[src/rtl/hrange_sum_pkg.sv]
// Shared types for the hrange_sum caller and its inner hrange generator.
// Values are signed two's complement words; range checks use one extra bit.
package hrange_sum_pkg;

  localparam int unsigned WIDTH = 32;

  typedef logic signed [WIDTH-1:0] word_t;
  typedef logic signed [WIDTH:0]   wide_t;

  typedef enum logic [1:0] {
    StIdle,
    StCall,
    StRecv,
    StDrain
  } state_e;

  // True while v lies strictly before limit in the direction of step; step 0 is never in range.
  function automatic logic in_range(wide_t v, word_t lim, word_t stp);
    logic stp_neg;
    logic stp_pos;
    stp_neg = stp[WIDTH-1];
    stp_pos = !stp[WIDTH-1] && (stp != '0);
    if (stp_pos) return v < wide_t'(lim);
    if (stp_neg) return v > wide_t'(lim);
    return 1'b0;
  endfunction

endpackage

[src/rtl/hrange_sum_hrange.sv]
// Inner generator: yields base, base+step, ... while strictly short of limit.
// Uses the _start/_wait/_valid/_ready handshake with registered outputs.
module hrange
  import hrange_sum_pkg::*;
(
  input  logic  _clock,
  input  logic  _reset,
  input  logic  _start,
  input  logic  _wait,
  input  word_t base,
  input  word_t limit,
  input  word_t step,
  output logic  _ready,
  output logic  _valid,
  output word_t _0
);

  word_t limit_q, step_q, v_q;
  logic  ready_q, valid_q;
  wide_t next_w;
  logic  first_ok;

  // Extra bit keeps the next value comparable even when it leaves the word range.
  assign next_w   = wide_t'(v_q) + wide_t'(step_q);
  assign first_ok = in_range(wide_t'(base), limit, step);

  always_ff @(posedge _clock or posedge _reset) begin
    if (_reset) begin
      ready_q <= 1'b1;
      valid_q <= 1'b0;
      v_q     <= '0;
      limit_q <= '0;
      step_q  <= '0;
    end else if (ready_q) begin
      if (_start) begin
        limit_q <= limit;
        step_q  <= step;
        v_q     <= base;
        if (first_ok) begin
          ready_q <= 1'b0;
          valid_q <= 1'b1;
        end
      end
    end else if (valid_q && !_wait) begin
      if (in_range(next_w, limit_q, step_q)) begin
        v_q <= next_w[WIDTH-1:0];
      end else begin
        valid_q <= 1'b0;
        ready_q <= 1'b1;
      end
    end
  end

  assign _ready = ready_q;
  assign _valid = valid_q;
  assign _0     = v_q;

endmodule

[src/rtl/hrange_sum.sv]
// Calls one hrange generator and re-yields each value with a running sum and
// index through a one-entry output register that honours downstream _wait.
module hrange_sum
  import hrange_sum_pkg::*;
(
  input  logic             _clock,
  input  logic             _reset,
  input  logic             _start,
  input  logic             _wait,
  input  word_t            base,
  input  word_t            limit,
  input  word_t            step,
  output logic             _ready,
  output logic             _valid,
  output word_t            _0,
  output word_t            _1,
  output logic [WIDTH-1:0] _2
);

  state_e           state_q;
  word_t            base_q, limit_q, step_q, v_q, sum_q;
  logic [WIDTH-1:0] idx_q, idx_out_q;
  logic             ready_q, valid_q, call_q;

  logic  h_ready, h_valid, h_wait, take;
  word_t h_v;

  assign h_wait = valid_q & _wait;
  assign take   = (state_q == StRecv) & h_valid & ~h_wait;

  hrange u_hrange (
    ._clock (_clock),
    ._reset (_reset),
    ._start (call_q),
    ._wait  (h_wait),
    .base   (base_q),
    .limit  (limit_q),
    .step   (step_q),
    ._ready (h_ready),
    ._valid (h_valid),
    ._0     (h_v)
  );

  always_ff @(posedge _clock or posedge _reset) begin
    if (_reset) begin
      state_q   <= StIdle;
      ready_q   <= 1'b1;
      valid_q   <= 1'b0;
      call_q    <= 1'b0;
      base_q    <= '0;
      limit_q   <= '0;
      step_q    <= '0;
      v_q       <= '0;
      sum_q     <= '0;
      idx_q     <= '0;
      idx_out_q <= '0;
    end else begin
      call_q <= 1'b0;
      if (take) begin
        v_q       <= h_v;
        sum_q     <= sum_q + h_v;
        idx_out_q <= idx_q;
        idx_q     <= idx_q + WIDTH'(1);
        valid_q   <= 1'b1;
      end else if (valid_q && !_wait) begin
        valid_q <= 1'b0;
      end

      unique case (state_q)
        StIdle: begin
          if (_start) begin
            base_q  <= base;
            limit_q <= limit;
            step_q  <= step;
            sum_q   <= '0;
            idx_q   <= '0;
            ready_q <= 1'b0;
            call_q  <= (step != '0);
            state_q <= StCall;
          end
        end
        StCall: begin
          // A zero step never invokes the generator.
          state_q <= (step_q == '0) ? StDrain : StRecv;
        end
        StRecv: begin
          if (h_ready) state_q <= StDrain;
        end
        StDrain: begin
          if (!valid_q || !_wait) begin
            ready_q <= 1'b1;
            state_q <= StIdle;
          end
        end
        default: state_q <= StIdle;
      endcase
    end
  end

  assign _ready = ready_q;
  assign _valid = valid_q;
  assign _0     = v_q;
  assign _1     = sum_q;
  assign _2     = idx_out_q;

endmodule

[config.mk]
export PLATFORM = sky130hd
export DESIGN_NAME = hrange_sum
export DESIGN_NICKNAME = d
export VERILOG_FILES = /design/src/rtl/hrange_sum_pkg.sv /design/src/rtl/hrange_sum_hrange.sv /design/src/rtl/hrange_sum.sv
export SDC_FILE = /design/constraint.sdc
export NUM_CORES = 1
export LEC_CHECK = 0
export CAP_MARGIN = 20
export CORE_ASPECT_RATIO = 1.2
export CORE_MARGIN = 2
export CORE_UTILIZATION = 50
export CTS_BUF_LIST = sky130_fd_sc_hd__clkbuf_8
export DETAILED_ROUTE_END_ITERATION = 10
export PLACE_DENSITY = 0.72
export RECOVER_POWER = 50
export SLEW_MARGIN = 30
export SYNTH_ARGS = -nofsm -noshare
export SYNTH_HDL_FRONTEND = slang
export SYNTH_SLANG_ARGS = --single-unit
[constraint.sdc]
create_clock -name _clock -period 23.7 [get_ports _clock]
set_input_delay 5.925 -clock _clock [delete_from_list [all_inputs] [get_ports _clock]]
set_output_delay 5.925 -clock _clock [all_outputs]
set_load 0.005 [all_outputs]
Yosys cells after proc, flatten, opt, wreduce, memory -nomap -nowiden
Cells that the tools add are included.
{"block": "totals", "elab_cells": 113, "regBits": 327, "inputBits": 100}
{"block": "classes", "n_addsub": 3, "bitwise": 4, "n_mux": 52, "n_eq_ne": 9, "order_cmp": 4, "n_reduce_logical": 25}
{"op": "32-bit two-way mux", "count": 10}
{"op": "32-bit nonzero test", "count": 3}
{"op": "1-bit two-way mux", "count": 37}
{"op": "32-bit by 32-bit adder with 33-bit output", "count": 1}
{"op": "33-bit by 32-bit > comparator with 1-bit output", "count": 1}
{"op": "33-bit by 32-bit < comparator with 1-bit output", "count": 1}
{"op": "32-bit by 1-bit adder with 32-bit output (second input constant)", "count": 1}
{"op": "32-bit adder", "count": 1}
{"op": "32-bit > comparator", "count": 1}
{"op": "32-bit zero test", "count": 1}
{"op": "32-bit < comparator", "count": 1}
{"op": "3-bit AND reduction", "count": 3}
{"op": "2-bit != test (second input constant)", "count": 4}
{"op": "2-bit case mux with 4 select lines", "count": 1}
{"op": "2-bit nonzero test", "count": 4}
{"op": "2-bit two-way mux", "count": 3}
{"op": "1-bit zero test", "count": 5}
{"op": "2-bit equality test (second input constant)", "count": 2}
{"op": "1-bit logical AND", "count": 4}
{"op": "2-bit by 1-bit != test with 1-bit output (second input constant)", "count": 2}
{"op": "2-bit AND reduction", "count": 2}
{"op": "4-bit AND reduction", "count": 1}
{"op": "1-bit AND", "count": 3}
{"op": "2-bit by 1-bit equality test with 1-bit output (second input constant)", "count": 1}
{"op": "4 further kinds", "count": 4}

Longest topological paths before layout
{"block": "logic_depth", "word_depth": 15, "mapped_depth": 22, "ltp_nobuf": 20}

Modules after synthesis
Synthesis repeated with hierarchy kept, for this count alone.
{"block": "unflattened", "cells_unflattened": 2104, "hier_area_um2": 18370.1}
{"module": "hrange_sum", "area_per_inst_um2": 10955.5, "seq_area_each_um2": 5731.7, "cells_per_inst": 1267, "n_inst": 1}
{"module": "hrange", "area_per_inst_um2": 7414.6, "seq_area_each_um2": 2453.6, "cells_per_inst": 837, "n_inst": 1}

Worst setup path before layout
Ideal clock, no wire load.
{"block": "synth_timing", "kind": "input to register", "startpoint": "input _wait", "endpoint": "register idx_q[24]", "arrival_time_ps": 7610, "t_required_ps": 23568, "setup_slack_ps": 15958, "path_stages": 9, "cell_sequence": "a21oi_1 > and3_1 > clkbuf_1 > nand3_1 > nor3_1 > and3_1 > nand2_1 > xor2_1 > nor2_1"}
{"block": "synth_between", "elab_chain_len": 6}
{"element": "start, declared", "line_no": "hrange_sum.sv:9", "source": "input logic _wait,"}
{"element": "1-bit AND *", "line_no": "hrange_sum.sv:28", "source": "assign h_wait = valid_q & _wait;"}
{"element": "1-bit NOT *", "line_no": "hrange_sum.sv:29", "source": "assign take = (state_q == StRecv) & h_valid & ~h_wait;"}
{"element": "1-bit AND *", "line_no": "hrange_sum.sv:29"}
{"element": "32-bit two-way mux *", "line_no": "hrange_sum.sv:59", "source": "if (take) begin"}
{"element": "32-bit two-way mux", "line_no": "hrange_sum.sv:71", "source": "if (_start) begin"}
{"element": "32-bit two-way mux *", "line_no": "hrange_sum.sv:69", "source": "unique case (state_q)"}
{"element": "end signal, assigned", "line_no": "hrange_sum.sv:63", "source": "idx_q <= idx_q + WIDTH'(1);"}
{"element": "end, declared", "line_no": "hrange_sum.sv:22", "source": "logic [WIDTH-1:0] idx_q, idx_out_q;"}
Mark *: on every way between the ends. The rest lies on a longest branch, timed or not.
A chain may end at the register's enable or synchronous reset.

==> flow_metrics.tcl <==
set metrics [dict create \
    outcome "finished, violations left" \
    clkSlewWorstSetupHoldPaths_ns 0.06 \
    unrepaired_setup_endpoints_after_global_routing "no" \
    hp-class "flip-flop to flip-flop" \
    cap_viol_max_count 8 \
    period_utilisation_layout_pct 53.8 \
    setup.worst_path.end_class "asynchronous set/reset pin" \
    tritoncts.num_buffers 52 \
    start_util_pct 50.8 \
    vdd.ir_drop.worst_mv 0.0601 \
    path_class "input port to asynchronous set/reset pin" \
    syn-cell-area_um2 17800 \
    path_max_fanout 137 \
    hold_violations 0 \
    final_max_slew_viol_count 550 \
    max-slew-margin-rel_pct -298 \
    period_needed_ns 12.75 \
    synth_enable_flop_cells 0 \
    grt_start_max_net_pins 192 \
    cts.path.max_buffers 3 \
    tritoncts "yes" \
    floorplan.io_pins 198 \
    kind_of_launch_point_of_the_worst_setup_path "input port" \
    routed_wl_um 44700 \
    proportion_of_synthesized_flip_flops_having_asynchronous_set_or_reset_pct 100 \
    setup_violations 0 \
    fin_setup_tns_ns 0 \
    antennaDiodeCount 0 \
    wire_per_inst_um 16.8 \
    pwr_density_cell_nw_per_um2 141 \
    synthesis.nets 2196 \
    violations "capacitance limit, slew limit" \
    drtPass1Iterations 5 \
    first_global_vias 14200 \
    post_synth.cell_area_avg_um2 9.10 \
    h-tree-depth 2 \
    cts-hold-fix-buffers 0 \
    dp_worst_setup_slack_ns 14.84 \
    dp_hpwl_um 32600 \
    fp.coreArea_um2 35100 \
    port_buffers 197 \
    worst_slack_ns 10.95 \
    post-route-drc-count 0 \
    antenna_violating_nets_post_route 0 \
    yosysWarningCount 0 \
    floorplan_die_width_um 176 \
    groute.usage.overall_pct 24.0 \
    post_drt_via_cell_ratio 5.51 \
    worstPathArrival_ns 12.61 \
    tightest_slew_ns 5.94 \
    clockRootBuffer "sky130_fd_sc_hd__clkbuf_8" \
    routabilityCongestion 0.940 \
    mostFrequentLayoutCells "553 x sky130_fd_sc_hd__nand2_1, 325 x sky130_fd_sc_hd__dfrtp_1, 154 x sky130_fd_sc_hd__clkdlybuf4s50_1, 133 x sky130_fd_sc_hd__ha_1, 118 x sky130_fd_sc_hd__inv_1" \
    clock-sinks 327 \
    drt_first_iter_violations 937 \
    nFillCells 3041 \
    grt_pass1_wl_um 71900 \
    max_clock_freq_mhz 78.4 \
    syn2layout_area_growth_pct 19.4 \
    gr-total-overflow 0 \
    die_y_um 211 \
    timing.reg2reg.setup_slack_ns 16.45 \
    synth_top_flop_cell "sky130_fd_sc_hd__dfrtp_1" \
    finalClockSkew_ns 0.0208 \
    cellLeakagePower_nw 10.5 \
    cts.repair_timing.setup_buffer_count 0 \
    synth_cells 1961 \
    synth-seq-area-share_pct 45.9 \
    layout_commonest_cell "sky130_fd_sc_hd__nand2_1" \
    grt_antenna_before_repair 0 \
    synthDistinctLibCells 71 \
    num_rows 75 \
    ctsResizeCount 0 \
    count_of_nets_after_finishing 2384 \
    drive_above_1_share_pct 7.08 \
    die-area_um2 37200 \
    worst_ep_required_time_ns 23.56 \
    via_count 14600 \
    synth_seq_cells 327 \
    clock_insertion_delay_worst_skew_ns 0.60 \
]
synth_stat cells (6+ instances only):
master                       n  area [um2]
sky130_fd_sc_hd__nand3_1    34         170
sky130_fd_sc_hd__xor2_1     40         350
sky130_fd_sc_hd__mux2_1     22         248
sky130_fd_sc_hd__inv_1      99         372
sky130_fd_sc_hd__xnor2_1    37         324
sky130_fd_sc_hd__nor3_1     13        65.1
sky130_fd_sc_hd__and3_1     19         119
sky130_fd_sc_hd__o211ai_1    7        52.6
sky130_fd_sc_hd__ha_1      133        1660
sky130_fd_sc_hd__o21a_1     10        75.1
sky130_fd_sc_hd__a21oi_1   102         510
sky130_fd_sc_hd__clkbuf_1   62         233
sky130_fd_sc_hd__nand4_1    34         213
sky130_fd_sc_hd__a21o_1     23         173
sky130_fd_sc_hd__nor2_1     80         300
sky130_fd_sc_hd__mux2_2     58         653
sky130_fd_sc_hd__o21bai_1   10        75.1
sky130_fd_sc_hd__buf_1       6        22.5
sky130_fd_sc_hd__nor4_1     27         169
sky130_fd_sc_hd__or3_1       6        37.5
sky130_fd_sc_hd__nor2b_1    10        62.6
sky130_fd_sc_hd__o21ai_0   117         586
sky130_fd_sc_hd__o21ai_1    16        80.1
sky130_fd_sc_hd__nand2_1   553        2080
sky130_fd_sc_hd__a211oi_1   12        90.1
sky130_fd_sc_hd__nand2b_1   11        68.8
sky130_fd_sc_hd__dfrtp_1   325        8130
sky130_fd_sc_hd__mux2i_1    16         160
metrics by stage:
step	instances	cell area (um2)	utilization (%)	hold slack [ns]	total power [mW]
after CTS	2649	21300	60.7	0.477	3.01
final	2652	21300	60.7	0.468	3.01
after floorplan	1961	17800	-	0.450	2.00
after detailed placement	2554	20200	57.6	0.463	2.50
after global placement	2554	20200	57.6	0.458	2.44
after global routing	2652	21300	60.7	0.478	3.26
cell type report:
type | count | area (um2) | area share, %
multi-input cells | 1461 | 9000 | 42.3
well taps | 462 | 578 | 2.71
clock inverters | 30 | 208 | 0.975
flip-flops and latches | 327 | 8190 | 38.4
inverters | 100 | 377 | 1.77
repair buffers | 207 | 2050 | 9.62
clock buffers | 65 | 895 | 4.20
worst paths after layout:
kind,endpoint,depth (start not counted),startpoint
min in group asynchronous,_2[25]$_DFFE_PP0P_,2,_reset
max in group _clock,limit_q[23]$_DFFE_PP0P_,5,_start
worst max-delay path,limit_q[4]$_DFFE_PP0P_,3,_reset
worst max register to register,u_hrange._0[28]$_DFFE_PP0P_,19,u_hrange._0[1]$_DFFE_PP0P_
worst min-delay path,_2[14]$_DFFE_PP0P_,2,_2[14]$_DFFE_PP0P_
worst min register to register,_2[14]$_DFFE_PP0P_,2,_2[14]$_DFFE_PP0P_
worst max-delay path, stage by stage:
cell	delay, ns
sky130_fd_sc_hd__dlygate4sd3_1	0.55
sky130_fd_sc_hd__clkinvlp_2	3.26
sky130_fd_sc_hd__clkbuf_1	2.73
logic make-up (layout without fill, tap and decap cells):
kind of cell               count (synthesis)  after routing  share of synthesized area [%]
AOI/OAI and AO/OA                        348            348                           11.9
xor gates and xnor gates                  77             77                           3.78
adders and majority gates                135            135                           9.55
buffers and inverters                    173            402                           3.72
DFF                                      327            327                           45.9
muxes                                     96             96                           5.95
and+or+nand+nor                          805            805                           19.2
where the power goes:
group	total, mW	internal (mW)	switching (mW)
clock network	0.501	0.279	0.222
logic	1.55	0.673	0.872
registers	0.964	0.766	0.198
total	3.01	1.72	1.29
routing by layer:
| layer | wire length (um) | vias to the layer above | GRT usage, % |
|---|---|---|---|
| met3 | 2440 | 89 | 3.49 |
| met4 | 1260 | 0 | 8.01 |
| li1 | - | 7097 | - |
| met2 | 20700 | 435 | 38.9 |
| met5 | 0 | - | 0 |
| met1 | 20200 | 6984 | 33.2 |
Power figures use the tool's default switching activity.
